--- config.mk ---
export PLATFORM = sky130hd
export DESIGN_NAME = noc_beat_assembler
export DESIGN_NICKNAME = d
export VERILOG_FILES = /design/src/rtl/noc_beat_assembler_pkg.sv /design/src/rtl/noc_msg_slot.sv /design/src/rtl/noc_beat_assembler.sv
export SDC_FILE = /design/constraint.sdc
export NUM_CORES = 1
export LEC_CHECK = 0
export CAP_MARGIN = 10
export CORE_ASPECT_RATIO = 1.4
export CORE_MARGIN = 2
export CORE_UTILIZATION = 56
export CTS_CLUSTER_DIAMETER = 50
export DETAILED_ROUTE_END_ITERATION = 7
export PLACE_DENSITY = 0.82
export SLEW_MARGIN = 10
export SYNTH_ARGS = -nofsm -noshare
export SYNTH_HDL_FRONTEND = slang
export SYNTH_SLANG_ARGS = --single-unit
--- constraint.sdc ---
create_clock -name CLK -period 3.78 [get_ports CLK]
set_input_delay 1.134 -clock CLK [delete_from_list [all_inputs] [get_ports CLK]]
set_output_delay 1.134 -clock CLK [all_outputs]
set_load 0.05 [all_outputs]
--- src/rtl/noc_beat_assembler_pkg.sv ---
// Shared types and constants for the NOC beat assembler.
// Header layout, message struct and FSM encoding live here.
package noc_beat_assembler_pkg;

  localparam int BEAT_WIDTH = 32;
  localparam int TAG_WIDTH  = 16;
  localparam int MAX_BEATS  = 4;
  localparam int CNT_WIDTH  = 16;
  localparam int DATA_WIDTH = MAX_BEATS * BEAT_WIDTH;
  localparam int MSG_WIDTH  = TAG_WIDTH + DATA_WIDTH;

  localparam int TAG_LSB = 16;
  localparam int LEN_LSB = 0;

  typedef struct packed {
    logic [TAG_WIDTH-1:0]  length;
    logic [DATA_WIDTH-1:0] data;
  } NOCDataH;

  typedef enum logic [1:0] {
    HDR  = 2'd0,
    PAY  = 2'd1,
    HOLD = 2'd2
  } state_t;

  // Beat k lands in the k-th 32-bit lane counted from the MSB end.
  function automatic logic [DATA_WIDTH-1:0] place_beat(
    input logic [DATA_WIDTH-1:0] data,
    input logic [TAG_WIDTH-1:0]  idx,
    input logic [BEAT_WIDTH-1:0] beat
  );
    logic [DATA_WIDTH-1:0] r;
    r = data;
    for (int k = 0; k < MAX_BEATS; k++) begin
      if (idx == TAG_WIDTH'(k))
        r[DATA_WIDTH-1-BEAT_WIDTH*k -: BEAT_WIDTH] = beat;
    end
    return r;
  endfunction

endpackage

--- src/rtl/noc_msg_slot.sv ---
// Single-entry message holding register.
// A same-cycle enq wins over deq, so the slot can be refilled while draining.
module noc_msg_slot
  import noc_beat_assembler_pkg::*;
(
  input  logic                 clk,
  input  logic                 rst_n,
  input  logic                 i_enq,
  input  logic [MSG_WIDTH-1:0] i_data,
  input  logic                 i_deq,
  output logic                 o_full,
  output logic [MSG_WIDTH-1:0] o_data
);

  logic                 r_full;
  logic [MSG_WIDTH-1:0] r_data;

  always_ff @(posedge clk or negedge rst_n) begin
    if (!rst_n) begin
      r_full <= 1'b0;
    end else if (i_enq) begin
      r_full <= 1'b1;
    end else if (i_deq) begin
      r_full <= 1'b0;
    end
  end

  always_ff @(posedge clk or negedge rst_n) begin
    if (!rst_n) begin
      r_data <= '0;
    end else if (i_enq) begin
      r_data <= i_data;
    end
  end

  assign o_full = r_full;
  assign o_data = r_data;

endmodule

--- src/rtl/noc_beat_assembler.sv ---
// Packs a header beat plus payload beats into one 144-bit NOC message.
// Assembly of the next message overlaps a stalled out slot.
module noc_beat_assembler
  import noc_beat_assembler_pkg::*;
(
  input  logic                  CLK,
  input  logic                  nRST,
  input  logic                  in_enq__ENA,
  input  logic [BEAT_WIDTH-1:0] in_enq_v,
  output logic                  in_enq__RDY,
  output logic                  out_enq__ENA,
  output logic [MSG_WIDTH-1:0]  out_enq_v,
  input  logic                  out_enq__RDY,
  output logic                  err_len,
  output logic [CNT_WIDTH-1:0]  msg_count
);

  state_t r_state;
  state_t w_next;

  logic [TAG_WIDTH-1:0]  r_tag;
  logic [TAG_WIDTH-1:0]  r_len;
  logic [TAG_WIDTH-1:0]  r_idx;
  logic [DATA_WIDTH-1:0] r_data;
  logic                  r_err;
  logic [CNT_WIDTH-1:0]  r_cnt;

  logic                  w_fire;
  logic                  w_drain;
  logic                  w_space;
  logic                  w_last;
  logic                  w_len0;
  logic [TAG_WIDTH-1:0]  w_hdr_tag;
  logic [TAG_WIDTH-1:0]  w_hdr_len;
  logic [DATA_WIDTH-1:0] w_asm;
  logic                  w_enq;
  NOCDataH               w_msg;
  logic                  w_full;

  assign in_enq__RDY = (r_state != HOLD);

  assign w_fire    = in_enq__ENA & in_enq__RDY;
  assign w_drain   = w_full & out_enq__RDY;
  assign w_space   = ~w_full | w_drain;
  assign w_hdr_tag = in_enq_v[TAG_LSB +: TAG_WIDTH];
  assign w_hdr_len = in_enq_v[LEN_LSB +: TAG_WIDTH];
  assign w_len0    = (w_hdr_len == '0);
  assign w_last    = ((r_idx + 16'd1) == r_len);
  assign w_asm     = place_beat(r_data, r_idx, in_enq_v);

  always_ff @(posedge CLK or negedge nRST) begin
    if (!nRST) begin
      r_state <= HDR;
    end else begin
      r_state <= w_next;
    end
  end

  always_comb begin
    w_next = r_state;
    unique case (r_state)
      HDR: begin
        if (w_fire) begin
          if (w_len0) w_next = w_space ? HDR : HOLD;
          else        w_next = PAY;
        end
      end
      PAY: begin
        if (w_fire && w_last) w_next = w_space ? HDR : HOLD;
      end
      HOLD: begin
        if (w_drain) w_next = HDR;
      end
      default: w_next = HDR;
    endcase
  end

  // Completing beats bypass the assembly register into the slot.
  always_comb begin
    w_enq = 1'b0;
    w_msg = '0;
    unique case (r_state)
      HDR: begin
        w_enq        = w_fire & w_len0 & w_space;
        w_msg.length = w_hdr_tag;
      end
      PAY: begin
        w_enq        = w_fire & w_last & w_space;
        w_msg.length = r_tag;
        w_msg.data   = w_asm;
      end
      HOLD: begin
        w_enq        = w_drain;
        w_msg.length = r_tag;
        w_msg.data   = r_data;
      end
      default: begin
        w_enq = 1'b0;
        w_msg = '0;
      end
    endcase
  end

  always_ff @(posedge CLK or negedge nRST) begin
    if (!nRST) begin
      r_tag  <= '0;
      r_len  <= '0;
      r_idx  <= '0;
      r_data <= '0;
    end else if (w_fire && r_state == HDR) begin
      r_tag  <= w_hdr_tag;
      r_len  <= w_hdr_len;
      r_idx  <= '0;
      r_data <= '0;
    end else if (w_fire && r_state == PAY) begin
      r_idx  <= r_idx + 16'd1;
      r_data <= w_asm;
    end
  end

  always_ff @(posedge CLK or negedge nRST) begin
    if (!nRST) begin
      r_err <= 1'b0;
    end else if (w_fire && r_state == HDR
                 && w_hdr_len > TAG_WIDTH'(MAX_BEATS)) begin
      r_err <= 1'b1;
    end
  end

  always_ff @(posedge CLK or negedge nRST) begin
    if (!nRST) begin
      r_cnt <= '0;
    end else if (w_drain) begin
      r_cnt <= r_cnt + 16'd1;
    end
  end

  assign err_len   = r_err;
  assign msg_count = r_cnt;

  noc_msg_slot u_slot (
    .clk    (CLK),
    .rst_n  (nRST),
    .i_enq  (w_enq),
    .i_data (w_msg),
    .i_deq  (w_drain),
    .o_full (w_full),
    .o_data (out_enq_v)
  );

  assign out_enq__ENA = w_full;

endmodule

* Word-level counts from Yosys, hierarchy flattened *
Index checks and enable logic that the tools add are counted.

cells by class
  $add $sub $neg = 2
  order comparisons = 1
  equal/unequal tests = 10
  multiplexer cells = 19
  bitwise gates (word level) = 8
  reduce and logical (&&, ||, !) cells = 11

operators with widths
  cell                                                                              number
  128-bit 2-to-1 mux                                                                2
  128-bit one-hot mux with 2 select lines                                           1
  32-bit 2-to-1 mux                                                                 4
  16-bit by 1-bit adder with 16-bit output, second input constant                   2
  16-bit by 2-bit equality test with 1-bit output, second input constant            2
  16-bit logical NOT                                                                2
  16-bit 2-to-1 mux                                                                 2
  16-bit one-hot mux with 2 select lines                                            1
  16-bit by 1-bit equality test with 1-bit output, second input constant            1
  16-bit equality test                                                              1
  16-bit by 3-bit greater-than comparator with 1-bit output, second input constant  1
  2-bit 2-to-1 mux                                                                  5
  2-bit != test, second input constant                                              4
  1-bit AND                                                                         6
  2-bit one-hot mux with 3 select lines                                             1
  1-bit logical AND                                                                 4
  2-bit nonzero test                                                                2
  1-bit one-hot mux with 3 select lines                                             1
  3-bit AND reduction                                                               1
  2-bit by 1-bit equality test with 1-bit output, second input constant             1
  2-bit equality test, second input constant                                        1
  2-bit logical NOT                                                                 1
  1-bit 2-to-1 mux                                                                  2
  2-bit OR reduction                                                                1
  other kinds (2)                                                                   2

word-level totals
  register bits after elaboration = 340
  bits of input ports = 36
  output and inout bits = 163
  logic and storage cells = 60

* Logic depth before layout (Yosys ltp) *
Gate-level depths: netlist of run 1.

  depth in word-level cells = 6
  depth in mapped cells = 13
  mapped depth without buffers = 9

* Hierarchy *
From an unflattened synthesis of run 1, not the netlist that was laid out.

second synthesis, totals
  cell total of the unflattened synthesis = 1744
  area, all modules = 18575.3 sq um

by module, submodules not included
  module              times used  cells an instance  area an instance (sq um)  sequential area each (sq um)
  noc_beat_assembler  1           1437               13006.2                   4879.7
  noc_msg_slot        1           307                5569.1                    3628.5

* Least setup slack after synthesis of run 1 *
OpenSTA, ideal clock, no wires.

  kind = input port to flip-flop
  start = input port in_enq_v[9]
  end = register u_slot.r_data[29], in the netlist u_slot.o_data[29]
  arrival = 3.378 ns
  slack = 0.277 ns
  cell stages on the path = 11
  buffers on the path = 4
  path through = clkbuf_1 > nor4_1 > nand4_1 > or4_1 > o31ai_1 > nand2_1 > o21a_1 > buf_6 > buf_6 > buf_6 > mux2_4

between the ends
  cells in the longest elaborated chain, start to end = 4

ends and longest elaborated chain
  what                                   RTL line                  text
  start, declared                        noc_beat_assembler.sv:9   input logic [BEAT_WIDTH-1:0] in_enq_v,
  16-bit logical NOT                     noc_beat_assembler.sv:47  assign w_len0 = (w_hdr_len == '0);
  1-bit AND (2 in series)                noc_beat_assembler.sv:84  w_enq = w_fire & w_len0 & w_space;
  1-bit one-hot mux with 3 select lines  noc_beat_assembler.sv:82  unique case (r_state)
  end signal, assigned                   noc_msg_slot.sv:32        r_data <= i_data;
  end, declared                          noc_msg_slot.sv:16        logic [MSG_WIDTH-1:0] r_data;

No other way between the ends.
A chain may end at the register's enable or synchronous reset.

* Final worst setup path of run 1 *
  start = input port in_enq_v[13]
  end = register u_slot.r_data[41], in the netlist u_slot.o_data[41]

Same word-level chain as after synthesis.

==> flow_metrics.py, run 1 <==
metrics = {
    "worst_setup_path": {
        "cp_slowest_stage_delay_ns": 0.49,
        "r2r.worst_path.cells": 9,
        "cp_data_arrival_time_ns": 4.09,
        "critPathMaxFanout": 36,
        "timing.rr.end": "u_slot.o_data[41]$_DFFE_PN0P_",
        "crit-reg2reg-launch": "r_idx[0]$_DFFE_PN0P_",
        "required_ns": 4.17,
        "setup.worst_path.start_class": "input pin",
        "worstSetupPathType": "input pin to register",
        "cp-end-kind": "register",
        "path_buf_inv": 3,
        "worst-path-stages": 10,
        "r2r_slack_ns": 0.56,
        "slowest_stage": "clkdlybuf4s50_1",
        "path_cells": "clkdlybuf4s50_1 > nor4_2 > nand4_1 > buf_4 > or4_1 > o31ai_1 > nand2_1 > o21a_4 > buf_12 > mux2_4",
        "crit_family": "simple AND/OR/NAND/NOR gates",
    },
    "power": {
        "leakage_nw": 8.745,
        "ir_drop_uv": 379.3,
        "powerDensity_mw_per_mm2": 585.8,
        "finalPower_mw": 11.61,
    },
    "global_routing": {
        "grt_pass1_vias": 13260,
        "grt_pass1_wl_mm": 73.48,
        "overflow": 0,
        "antenna_found_initial": 0,
        "grt_use_total_pct": 30.66,
        "grt_max_degree": 87,
    },
    "timing": {
        "slew_viol_final": 0,
        "rsz0062_at_grt": "false",
        "maxSlewHeadroom_pct": 52.22,
        "timing.fmax_mhz": 270.3,
        "clock-skew-final_ns": 0.02301,
        "setup_ws_ns": 0.08023,
        "finalCriticalPeriod_ns": 3.700,
        "hold_viol": 0,
        "fin_crit_sh_pct": 97.88,
        "tightestPinTransition_ns": 0.7168,
        "setup_viol": 0,
    },
    "placement": {
        "hpwl_mm": 29.86,
        "dp_slack_ns": -0.4935,
        "port_buffers": 198,
        "place.gp.congestion": 0.8932,
    },
    "synthesis": {
        "synth_top_flop_cell": "dfrtp_1",
        "synth_top_cells_by_count": "340 x dfrtp_1, 172 x nand2_1, 147 x o21ai_0",
        "synth-seq-cells": 340,
        "yosysSeqAreaShare_pct": 52.33,
        "synthesis.nets": 1520,
        "synth-edff-count": 0,
        "yosysTopAreaCell": "dfrtp_1",
        "syn_area_per_cell_sq_um": 11.03,
        "synth_area_leaders": "dfrtp_1 52%, mux2_2 8.9%, a22o_1 6.9%, a22oi_1 6.7%, o21ai_0 4.5%",
        "yosys.area.top_type_share_pct": 52.33,
        "synthArstFlopShare_pct": 100.0,
        "synth_area_sq_mm": 0.01626,
        "yosysWarnings": 0,
        "synth_most_common_cell": "dfrtp_1",
        "synthDistinctLibCells": 46,
        "syn_inst": 1474,
    },
    "drt": {
        "drt-pass1-iter-count": 6,
        "post_drt_wl_per_cell_um": 23.16,
        "via_count": 13023,
        "drt_iter0_drc": 1357,
        "totalWireLength_mm": 46.49,
        "drc_errors": 0,
        "vias_per_cell": 6.489,
        "postRouteAntennaNets": 0,
    },
    "min_path": {
        "hold_path_class": "register to register",
        "hold-path-endpoint": "msg_count[15]$_DFFE_PN0P_",
        "hp-start": "msg_count[15]$_DFFE_PN0P_",
        "hold-path-cell-count": 1,
    },
    "floorplanning": {
        "die_y_um": 205.6,
        "start_util_pct": 57.05,
        "die_area_sq_mm": 0.03043,
        "fp-row-count": 73,
        "io_pins": 199,
        "die_w_um": 148.0,
        "fp.coreArea_sq_mm": 0.02850,
    },
    "cts": {
        "holdBufCountCts": 0,
        "cts.sinks": 340,
        "ctsRootBufferMaster": "clkbuf_16",
        "cts.clk_slew.worst_paths_ns": 0.06,
        "clkLatencyLatePin_ns": 0.52,
        "clockBufferDepth": 3,
        "cts_tree": "yes",
        "cts_buffers": 34,
        "htree_levels": 2,
    },
    "layout": {
        "multi_input_area_sq_mm": 0.007091,
        "nFillCells": 1977,
        "syn_to_final_growth_pct": 21.88,
        "n_antenna_cell": 0,
        "seqCellArea_sq_mm": 0.008508,
        "drive_gt1_share_pct": 18.57,
        "fin_nets": 1654,
    },
    "flow_run": {
        "cap_violations": 0,
    },
    "outcome": {
        "outcome": "complete, no violations",
    },
}
## timing repair
action / 4_1_cts / 5_1_grt
setup endpoints to repair: 0 / 110
buffers inserted: 0 / 0
resized for setup: 0 / 1
## cells in the final DEF, fill, tap and decap left out, types with 17 or more instances in the layout
cell type | Yosys | routed
mux2_2 | 129 | 129
nand2_1 | 172 | 172
a22o_1 | 128 | 128
a22oi_1 | 146 | 146
dfrtp_1 | 340 | 340
xnor2_1 | 25 | 25
buf_4 | 4 | 54
nor2_1 | 28 | 20
o21ai_0 | 147 | 147
a21oi_1 | 18 | 18
clkdlybuf4s50_1 | 0 | 197
mux2_4 | 33 | 33
clkbuf_16 | 0 | 37
o31ai_1 | 17 | 17
## power by group
part           leakage [nW]  switching (mW)  internal, mW
Sequential             4.61           0.584          4.35
Clock                 0.570            1.43          2.03
Combinational          3.57            2.01          1.19
## stage by stage
step,area [sq um],cells,utilization [%],hold slack [ns],setup TNS (ns)
floorplan,16260,1474,-,0.4721,0
CTS,19810,2007,69.51,0.4952,0
global placement,18660,1947,65.48,0.4564,-64.30
finish,19820,2007,69.53,0.4913,0
detailed placement,18660,1947,65.48,0.4853,-65.40
global route,19820,2007,69.53,0.5158,0
## flip-flops by register name, summed over array words and instances (netlist names)
| register | count |
|---|---|
| u_slot.o_data | 144 |
| err_len | 1 |
| msg_count | 16 |
| r_state | 2 |
| r_tag | 16 |
| r_data | 128 |
| r_len | 16 |
| r_idx | 16 |
| u_slot.o_full | 1 |
## area by class of cell
cell class | count | area share, %
Clock buffer | 52 | 5.411
Inverter | 7 | 0.1326
Multi-Input combinational cell | 964 | 35.78
Tap cell | 375 | 2.368
Sequential cell | 340 | 42.94
Clock inverter | 8 | 0.3852
Timing Repair Buffer | 261 | 12.98
## layer usage
| metal | vias up | GRT usage (%) | share of wire [%] |
|---|---|---|---|
| met4 | 0 | 15.20 | 5.0 |
| met5 | - | 0 | 0 |
| met1 | 6502 | 38.97 | 37 |
| li1 | 5644 | - | - |
| met3 | 170 | 5.122 | 8.0 |
| met2 | 707 | 51.03 | 50 |
## worst reg2reg max path, stage by stage (launching register included)
cell and delay [ns]:
dfrtp_1 0.51, ha_1 0.30, and3_1 0.27, nand4_2 0.17
or3_4 0.44, a2111oi_4 0.39, nand4_4 0.16, o21a_4 0.32
buf_12 0.21, mux2_4 0.33
## cells by family after synthesis
| group | count (synthesis) | share of synthesized area (%) |
|---|---|---|
| AOI/OAI and AO/OA | 482 | 20.87 |
| DFF | 340 | 52.33 |
| and+or+nand+nor | 268 | 7.288 |
| buffers and inverters | 170 | 4.471 |
| muxes | 165 | 12.17 |
| xor gates and xnor gates | 39 | 2.101 |
| adders and majority gates | 10 | 0.7696 |
## how the worst max path moves through the flow
stage	from	end	slack, ns
CTS	in_enq_v[13]	u_slot.o_data[38]$_DFFE_PN0P_	0.02
floorplan	in_enq_v[9]	u_slot.o_data[29]$_DFFE_PN0P_	0.28
global route	in_enq_v[15]	u_slot.o_data[38]$_DFFE_PN0P_	0.02
finish	in_enq_v[13]	u_slot.o_data[41]$_DFFE_PN0P_	0.08
global placement	in_enq_v[13]	u_slot.o_data[50]$_DFFE_PN0P_	-0.49
detailed placement	in_enq_v[13]	u_slot.o_data[50]$_DFFE_PN0P_	-0.49
Power figures use the tool's default switching activity.
==> inputs of run 2 (changes only) <==
Settings changed: ABC_AREA from default to 1, CORE_UTILIZATION 56 to 57, PLACE_DENSITY 0.82 to 0.83.
==> flow_metrics.py, run 2 <==
metrics = {
    "cts": {
        "cts_tree": "yes",
        "cts.sinks": 340,
        "cts_setup_buffers": 0,
        "cts.clk_slew.worst_paths_ns": 0.06,
        "clockBufferDepth": 3,
        "cts_resized": 0,
        "holdBufCountCts": 0,
        "clkLatencyLatePin_ns": 0.53,
        "htree_levels": 2,
        "cts_buffers": 35,
        "ctsRootBufferMaster": "clkbuf_16",
    },
    "worst_setup_path": {
        "critPathMaxFanout": 5,
        "setup.worst_path.start_class": "register",
        "r2r.worst_path.cells": 10,
        "worstSetupPathType": "register to output pin",
        "r2r_slack_ns": 0.58,
        "required_ns": 2.65,
        "timing.rr.end": "u_slot.o_data[71]$_DFFE_PN0P_",
        "crit-reg2reg-launch": "r_idx[9]$_DFFE_PN0P_",
        "cp-end-kind": "output pin",
        "cp_data_arrival_time_ns": 2.24,
    },
    "synthesis": {
        "syn_area_per_cell_sq_um": 7.883,
        "synth-edff-count": 0,
        "synth_top_cells_by_count": "789 x nand2_1, 340 x dfrtp_1, 169 x nand3_1",
        "synthArstFlopShare_pct": 100.0,
        "yosys.area.top_type_share_pct": 49.94,
        "synth_area_sq_mm": 0.01704,
        "synthesis.nets": 2207,
        "synth_most_common_cell": "nand2_1",
        "synth-seq-cells": 340,
        "synth_top_flop_cell": "dfrtp_1",
        "yosysWarnings": 0,
        "synth_area_leaders": "dfrtp_1 50%, nand2_1 17%, nand3_1 5.0%, o21ai_0 4.9%, a22o_1 4.6%",
        "synthDistinctLibCells": 31,
        "yosysSeqAreaShare_pct": 49.94,
        "syn_inst": 2161,
        "yosysTopAreaCell": "dfrtp_1",
    },
    "global_routing": {
        "grt_pass1_wl_mm": 81.56,
        "antenna_found_initial": 0,
        "grt_pass1_vias": 15387,
        "grt_max_degree": 98,
        "grt_use_total_pct": 32.78,
        "overflow": 0,
    },
    "placement": {
        "place.gp.congestion": 0.9216,
        "port_buffers": 198,
        "hpwl_mm": 33.29,
    },
    "timing": {
        "hold_viol": 0,
        "fin_crit_sh_pct": 89.37,
        "rsz0062_at_grt": "false",
        "timing.fmax_mhz": 296.0,
        "maxSlewHeadroom_pct": 31.37,
        "finalCriticalPeriod_ns": 3.378,
        "tightestPinTransition_ns": 1.028,
        "setup_viol": 0,
        "slew_viol_final": 0,
        "fin_setup_tns_ns": 0,
        "clock-skew-final_ns": 0.01804,
    },
    "layout": {
        "largest_reg_flops": 144,
        "final_common_cell": "nand2_1",
        "final_cell_mix": "789 x nand2_1, 340 x dfrtp_1, 197 x clkdlybuf4s50_1, 169 x nand3_1, 168 x o21ai_0",
        "syn_to_final_growth_pct": 20.70,
        "n_antenna_cell": 0,
        "fin_nets": 2338,
        "drive_gt1_share_pct": 6.911,
    },
    "floorplanning": {
        "start_util_pct": 58.22,
        "die_y_um": 208.6,
        "die_w_um": 150.1,
        "fp.coreArea_sq_mm": 0.02926,
        "die_area_sq_mm": 0.03130,
        "io_pins": 199,
        "fp-row-count": 74,
    },
    "power": {
        "powerDensity_mw_per_mm2": 833.6,
        "leakage_nw": 9.562,
        "ir_drop_uv": 713.1,
        "finalPower_mw": 17.14,
    },
    "drt": {
        "post_drt_wl_per_cell_um": 19.10,
        "totalWireLength_mm": 51.47,
        "via_count": 15970,
        "drc_errors": 0,
        "drt-pass1-iter-count": 6,
        "vias_per_cell": 5.926,
        "postRouteAntennaNets": 0,
        "drt_iter0_drc": 1697,
    },
    "min_path": {
        "hold_path_class": "register to register",
        "hold-path-endpoint": "u_slot.o_data[35]$_DFFE_PN0P_",
        "hp-start": "u_slot.o_data[35]$_DFFE_PN0P_",
        "hold-path-cell-count": 2,
    },
    "flow_run": {
        "cap_violations": 0,
    },
    "outcome": {
        "outcome": "complete, no violations",
    },
}
==> run 2: worst max-delay path, stage by stage, from the launching register on <==
cell	delay, ns
dfrtp_1	0.43
inv_1	0.12
ha_4	0.17
inv_1	0.16
clkdlybuf4s50_1	0.84
==> run 2: worst max path at each step <==
stage / from / end / slack [ns] / cells past startpoint
after floorplan: in_enq_v[7] / u_slot.o_data[13]$_DFFE_PN0P_ / 1.12 / 12
after global placement: in_enq_v[7] / u_slot.o_data[37]$_DFFE_PN0P_ / 0.12 / 12
after detailed placement: in_enq_v[7] / u_slot.o_data[47]$_DFFE_PN0P_ / 0.08 / 12
after CTS: r_state[0]$_DFFE_PN0P_ / in_enq__RDY / 0.38 / 4
after global routing: r_state[0]$_DFFE_PN0P_ / in_enq__RDY / 0.37 / 4
final: r_state[0]$_DFFE_PN0P_ / in_enq__RDY / 0.40 / 4
==> run 2: logic make-up after synthesis <==
kind of cell               synth area share [%]
adders and majority gates                0.7345
xor gates and xnor gates                  1.263
and+or+nand+nor                           25.82
AOI/OAI and AO/OA                         15.78
DFF                                       49.94
buffers and inverters                     6.463
==> run 2: layout make-up <==
cell class	count	area (sq um)
tap	380	475.5
clock inverter	9	130.1
sequential	340	8508
timing repair buffer	248	2525
fill	2324	8697
clock buffer	51	1026
inverter	115	435.4
multi-input combinational	1552	7461
==> run 2: layer usage <==
| metal | routed length (um) | global-route usage, % | up-vias |
|---|---|---|---|
| met1 | 20180 | 43.11 | 7657 |
| met4 | 2614 | 15.88 | 0 |
| met3 | 4124 | 5.175 | 138 |
| li1 | - | - | 7381 |
| met5 | 0 | 0 | - |
| met2 | 24560 | 52.87 | 794 |
==> run 2: power breakdown <==
group / leakage (nW) / switching [mW] / internal (mW)
Clock: 0.573 / 1.45 / 2.09
Combinational: 4.38 / 5.61 / 2.45
Sequential: 4.61 / 0.775 / 4.77
==> run 2: metrics by stage <==
stage	util (%)	hold slack [ns]	worst slack, ns	instance area [sq um]	std cells
floorplan	-	0.4534	1.120	17040	2161
global placement	66.32	0.4560	0.1178	19400	2635
detailed placement	66.32	0.4582	0.08417	19400	2635
CTS	70.27	0.4739	0.3819	20560	2695
global route	70.27	0.4904	0.3666	20560	2695
finish	70.27	0.4704	0.4019	20560	2695
